$ cat config.mk
export PLATFORM = sky130hd
export DESIGN_NAME = branch_predict_unit
export DESIGN_NICKNAME = d
export VERILOG_FILES = /design/src/rtl/branch_predict_unit.sv
export SDC_FILE = /design/constraint.sdc
export NUM_CORES = 2
export LEC_CHECK = 0
export BUFFER_PORTS_ARGS = -buffer_cell sky130_fd_sc_hd__buf_2
export CAP_MARGIN = 30
export CORE_AREA = 5 5 245 247
export DETAILED_ROUTE_END_ITERATION = 12
export DIE_AREA = 0 0 250 252
export GPL_ROUTABILITY_DRIVEN = 1
export PLACE_DENSITY = 0.73
export SLEW_MARGIN = 10
export SYNTH_ARGS = -nofsm -noshare
export SYNTH_HDL_FRONTEND = slang
export SYNTH_SLANG_ARGS = --single-unit
export TNS_END_PERCENT = 5
$ cat constraint.sdc
create_clock -name clk -period 48.6 [get_ports clk]
set_input_delay 7.29 -clock clk [delete_from_list [all_inputs] [get_ports clk]]
set_output_delay 7.29 -clock clk [all_outputs]
set_load 0.01 [all_outputs]
$ cat src/rtl/branch_predict_unit.sv
// branch_predict_unit: direct-mapped BTB with saturating direction counters,
// EX-stage control-transfer resolution with one-cycle redirect, a saturating
// misprediction counter and a synthesisable halt drain FSM.
module branch_predict_unit #(
  parameter int PC_W       = 9,
  parameter int ENTRIES    = 16,
  parameter int CNT_W      = 2,
  parameter int HALT_DRAIN = 2
) (
  input  logic            clk,
  input  logic            reset,
  // prediction side (IF)
  input  logic [PC_W-1:0] if_pc,
  output logic            pred_taken,
  output logic [31:0]     pred_target,
  // resolution side (EX)
  input  logic            ex_valid,
  input  logic [PC_W-1:0] ex_pc,
  input  logic [31:0]     ex_imm,
  input  logic            ex_branch,
  input  logic            ex_jal,
  input  logic            ex_jalr,
  input  logic [31:0]     ex_alu_result,
  input  logic [31:0]     ex_jalr_src,
  input  logic            ex_pred_taken,
  input  logic [31:0]     ex_pred_target,
  output logic [31:0]     pc_four,
  output logic            pc_sel,
  output logic [31:0]     br_pc,
  output logic            mispredict,
  // halt / status
  input  logic            halt,
  output logic            halt_done,
  output logic [15:0]     mispred_cnt
);

  localparam int IDX_W   = $clog2(ENTRIES);
  localparam int TAG_W   = PC_W - IDX_W - 2;
  localparam int DRAIN_W = $clog2(HALT_DRAIN + 1);

  localparam logic [CNT_W-1:0] CTR_MAX  = '1;
  localparam logic [CNT_W-1:0] CTR_WEAK = CNT_W'(1) << (CNT_W - 1);

  typedef enum logic [1:0] {
    ST_IDLE,
    ST_DRAIN,
    ST_DONE
  } halt_state_t;

  // BTB storage
  logic             btb_valid  [ENTRIES];
  logic [TAG_W-1:0] btb_tag    [ENTRIES];
  logic [31:0]      btb_target [ENTRIES];
  logic [CNT_W-1:0] btb_ctr    [ENTRIES];

  // Fetch-side and EX-side index/tag split; PC bits [1:0] never index the table
  logic [IDX_W-1:0] if_idx, ex_idx;
  logic [TAG_W-1:0] if_tag, ex_tag;
  logic             if_hit, ex_hit;

  assign if_idx = if_pc[IDX_W+1:2];
  assign if_tag = if_pc[PC_W-1:IDX_W+2];
  assign ex_idx = ex_pc[IDX_W+1:2];
  assign ex_tag = ex_pc[PC_W-1:IDX_W+2];

  // Byte-offset and upper ALU bits are architecturally irrelevant here
  logic unused_bits;
  assign unused_bits = ^{if_pc[1:0], ex_pc[1:0], ex_alu_result[31:1]};

  // Lookup: reads the current (pre-update) table, so no same-cycle bypass
  always_comb begin
    // NOTE: every output of a combinational block gets a default first so no path leaves it unassigned and infers a latch.
    if_hit      = 1'b0;
    pred_taken  = 1'b0;
    pred_target = '0;
    if_hit      = btb_valid[if_idx] && (btb_tag[if_idx] == if_tag);
    pred_taken  = if_hit && btb_ctr[if_idx][CNT_W-1];
    if (pred_taken) pred_target = btb_target[if_idx];
  end

  // Resolution of the instruction in EX
  logic [31:0] ex_pc32, ex_tgt;
  logic        ex_ctl, ex_taken, ex_wrong;

  always_comb begin
    ex_pc32  = 32'(ex_pc);
    pc_four  = ex_pc32 + 32'd4;
    ex_ctl   = ex_branch | ex_jal | ex_jalr;
    ex_taken = (ex_branch && ex_alu_result[0]) || ex_jal || ex_jalr;
    ex_tgt   = ex_jalr ? ex_jalr_src : ex_pc32 + ex_imm;
    ex_wrong = (ex_taken != ex_pred_taken) ||
               (ex_taken && (ex_pred_target != ex_tgt));
    ex_hit   = btb_valid[ex_idx] && (btb_tag[ex_idx] == ex_tag);
    pc_sel   = ex_valid && ex_wrong;
    br_pc    = '0;
    if (ex_valid) br_pc = ex_taken ? ex_tgt : pc_four;
  end

  assign mispredict = pc_sel;

  // BTB training from the resolved EX instruction
  always_ff @(posedge clk or posedge reset) begin
    if (reset) begin
      // NOTE: the table is cleared on reset because a stale valid bit would make fetch follow a garbage target; that is why it is flops, not a RAM.
      for (int i = 0; i < ENTRIES; i++) begin
        btb_valid[i]  <= 1'b0;
        btb_tag[i]    <= '0;
        btb_target[i] <= '0;
        btb_ctr[i]    <= '0;
      end
    end else if (ex_valid) begin
      // NOTE: sequential state uses non-blocking assignments so every flop samples pre-edge values regardless of statement order.
      if (ex_ctl) begin
        if (ex_hit) begin
          if (ex_taken) begin
            btb_target[ex_idx] <= ex_tgt;
            if (btb_ctr[ex_idx] != CTR_MAX)
              btb_ctr[ex_idx] <= btb_ctr[ex_idx] + CNT_W'(1);
          end else if (btb_ctr[ex_idx] != '0) begin
            btb_ctr[ex_idx] <= btb_ctr[ex_idx] - CNT_W'(1);
          end
        end else if (ex_taken) begin
          btb_valid[ex_idx]  <= 1'b1;
          btb_tag[ex_idx]    <= ex_tag;
          btb_target[ex_idx] <= ex_tgt;
          btb_ctr[ex_idx]    <= CTR_WEAK;
        end
      end else if (ex_hit) begin
        // a non-control instruction aliases onto this entry: drop it
        btb_valid[ex_idx] <= 1'b0;
      end
    end
  end

  // Saturating misprediction counter
  always_ff @(posedge clk or posedge reset) begin
    if (reset) begin
      mispred_cnt <= '0;
    end else if (mispredict && (mispred_cnt != 16'hFFFF)) begin
      mispred_cnt <= mispred_cnt + 16'd1;
    end
  end

  // Halt drain FSM: halt_done rises HALT_DRAIN edges after halt is accepted
  halt_state_t        halt_state;
  logic [DRAIN_W-1:0] drain_cnt;

  always_ff @(posedge clk or posedge reset) begin
    if (reset) begin
      halt_state <= ST_IDLE;
      drain_cnt  <= '0;
      halt_done  <= 1'b0;
    end else begin
      case (halt_state)
        ST_IDLE: begin
          if (halt && ex_valid) begin
            halt_state <= ST_DRAIN;
            drain_cnt  <= DRAIN_W'(HALT_DRAIN - 1);
          end
        end
        ST_DRAIN: begin
          if (drain_cnt == '0) begin
            halt_state <= ST_DONE;
            halt_done  <= 1'b1;
          end else begin
            drain_cnt <= drain_cnt - DRAIN_W'(1);
          end
        end
        ST_DONE: begin
          halt_done <= 1'b1;
        end
        default: begin
          halt_state <= ST_IDLE;
          halt_done  <= 1'b0;
        end
      endcase
    end
  end

endmodule

==> run_results.csv <==
group,metric,value,unit
synthesis,synth_area,31400,um^2
place,pre_cts_ws,29.48,ns
place,io_buffers,214,
die,die_w,250,um
routing,drt_iter0_drc,2396,
die,start_util,54.7,%
global_route,grt_pass1_vias,24700,
setup_path,crit_type,"input pin to output port",
routing,drt_pass1_iterations,5,
outcome,outcome,"finished, final reports clean",
die,pin_count,270,
setup_path,crit_arrival,11.94,ns
setup_path,startpoint_type,"input pin",
die,rows,88,
synthesis,ys_seq_elements,629,
clocking,holdBufCountCts,0,
power_and_ir_drop,irDropWorstVdd,0.0323,mV
hold_path,hold_start,"btb_target[142]$_DFFE_PP0P_",
clocking,root_buffer,"clkbuf_16",
sta,setup_tns,0,ns
synthesis,synth_commonest_cells,"dfrtp_1 (629), nand2_1 (577), o21ai_0 (565)",
layout,nets,3178,
synthesis,ys.flop_type,"dfrtp_1",
sta,drv_slew,0,
synthesis,yosys.cell_count.top_type,"dfrtp_1",
synthesis,syn_inst,2903,
sta,skew,0.0207,ns
layout,stdcell_count,3816,
sta,holdWs,0.477,ns
sta,max_freq,52.0,MHz
clocking,postCtsSetupRepairBufs,0,
global_route,antenna_found_initial,3,
power_and_ir_drop,powerDensity,43.4,nW/um^2
layout,synthToLayoutAreaGrowth,12.7,%
sta,rsz0062_at_grt,"false",
global_route,grt-ovfl-total,0,
setup_path,reg2reg_from,"btb_tag[24]$_DFFE_PP0P_",
synthesis,yosysTopAreaCellShare,50.2,%
die,core-area,57400,um^2
clocking,cts_resized,0,
synthesis,synth.avg_cell_area,10.8,um^2
clocking,clk_path_buf_depth,3,
clocking,clk_pin_slew,0.06,ns
setup_path,crit_start,"ex_pc[3]",
routing,wl,90000,um
clocking,clock_latency,0.64,ns
place,place_area,33000,um^2
place,routabilityCongestion,0.948,
synthesis,yosysSeqAreaShare,50.2,%
synthesis,async_flop_share,100,%
sta,min_period,19.23,ns
routing,avgViaCountPerCell,6.25,
synthesis,synth_top_cell_by_area,"dfrtp_1",
routing,drt-wirelength-per-cell,23.6,um
die,die-area,63000,um^2
sta,fin_ws,29.37,ns
clocking,cts_tree,"yes",
routing,antenna_left,0,
routing,drc_errors,0,
power_and_ir_drop,totalPowerFinal,1.53,mW
global_route,grt_max_degree,101,
global_route,grt_pass1_wl,141000,um
synthesis,synth_edf_count,0,
place,dp_hpwl,56700,um
hold_path,min_path_type,"flip-flop to flip-flop",
clocking,cts_buffers,61,
routing,vias,23900,
layout,postLayoutCellArea,35400,um^2
clocking,cts_sinks,629,
layout,drive_above_1_share,23.5,%
clocking,htree_levels,2,
synthesis,yosys_warnings,0,
synthesis,synth_area_leaders,"dfrtp_1 (50%), mux4_2 (15%), o21ai_0 (9.0%), nand2_1 (6.9%), mux2_2 (2.7%)",
setup_path,cp-end-kind,"output port",
setup_path,worstPathRequired,41.31,ns
die,dieHeight,252,um
sta,maxSlewHeadroom,37.5,%
run,cap_violations,0,
sta,final_hold_viol_count,0,
power_and_ir_drop,p_leak,15.9,nW
setup_path,worstPathMaxFanout,30,
sta,tightest_slew,0.936,ns
synthesis,yosys.cell_types.count,74,
layout,final_core_util,61.6,%
sta,fin_crit_sh,39.6,%
place,dp.cells,3691,
global_route,grt_use_total,28.3,%
sta,finalSetupViolations,0,
-- state kept, by name, summed over array words and instances, names as in the netlist, named ones only --
name / count
btb_ctr: 32
btb_tag: 48
btb_target: 512
drain_cnt: 2
halt_done: 1
halt_state: 2
mispred_cnt: 16
-- critical path: stages --
cell	delay, ns
buf_2	0.65
ha_1	0.41
nand3_1	0.17
o221a_4	0.31
o21ai_2	0.47
nand3_1	0.44
a22oi_1	0.37
o2bb2ai_1	0.11
or4_1	0.56
nor4_4	0.77
nor2_1	0.18
buf_2	0.20
-- kinds of logic after synthesis --
| group | synth area share [%] |
|---|---|
| compound gates | 11.7 |
| other cells | 0.0120 |
| flops | 50.2 |
| mux | 18.5 |
| buf+inv | 4.05 |
| xor+xnor | 2.80 |
| fa+ha+maj | 0.902 |
| simple gates | 11.9 |
-- power breakdown --
group	leakage (nW)	internal, mW	total [mW]	switching, mW
sequential	8.01	0.645	0.714	0.0689
clock	1.02	0.290	0.498	0.208
combinational	6.87	0.158	0.322	0.164
-- cell type report --
| class | count | area (um^2) |
|---|---|---|
| clock inverter | 25 | 345 |
| multi-input combinational | 1993 | 14500 |
| tap | 765 | 957 |
| antenna | 1 | 2.50 |
| timing repair buffer | 293 | 1910 |
| sequential | 629 | 15700 |
| fill | 4381 | 22000 |
| inverter | 24 | 97.6 |
| clock buffer | 86 | 1760 |
-- worst paths after layout --
check / to / slack [ns] / cells after the start
hold reg to reg: btb_target[142]$_DFFE_PP0P_ / 0.48 / 2
hold / removal: btb_target[142]$_DFFE_PP0P_ / 0.48 / 2
max in group asynchronous: btb_target[57]$_DFFE_PP0P_ / 39.47 / 6
setup / recovery: mispredict / 29.37 / 12
setup reg to reg: btb_ctr[28]$_DFFE_PP0P_ / 44.98 / 11
min in group asynchronous: btb_target[492]$_DFFE_PP0P_ / 6.74 / 2
-- metal layers --
layer | vias to the layer above | part of all wire (%) | track usage (%)
li1 | 10400 | - | -
met1 | 12200 | 39 | 38.3
met2 | 1102 | 49 | 46.4
met3 | 190 | 9.5 | 6.74
met4 | 2 | 3.1 | 8.44
met5 | - | 0.0078 | 0
-- layout by cell type, fill, tap and decap left out, drive strengths merged, types with 4 or more instances in the layout --
| cell | instances |
|---|---|
| dfrtp | 629 |
| nand2 | 577 |
| o21ai | 571 |
| buf | 293 |
| mux4 | 210 |
| nor2 | 97 |
| clkbuf | 86 |
| mux2 | 83 |
| xnor2 | 49 |
| nand3 | 47 |
| xor2 | 46 |
| nor2b | 38 |
| a21oi | 33 |
| inv | 26 |
| nor3 | 26 |
| conb | 22 |
| ha | 21 |
| and3 | 16 |
| nand4 | 15 |
| mux2i | 12 |
| clkinv | 10 |
| a211oi | 9 |
| o211a | 9 |
| and2 | 9 |
| nor4b | 7 |
| nor3b | 7 |
| nand2b | 7 |
| o22ai | 7 |
| bufinv | 7 |
| nor4 | 7 |
| clkinvlp | 6 |
| a21o | 5 |
| a31oi | 5 |
| o2111ai | 5 |
| a211o | 4 |
| o31ai | 4 |
Power figures use the tool's default switching activity.
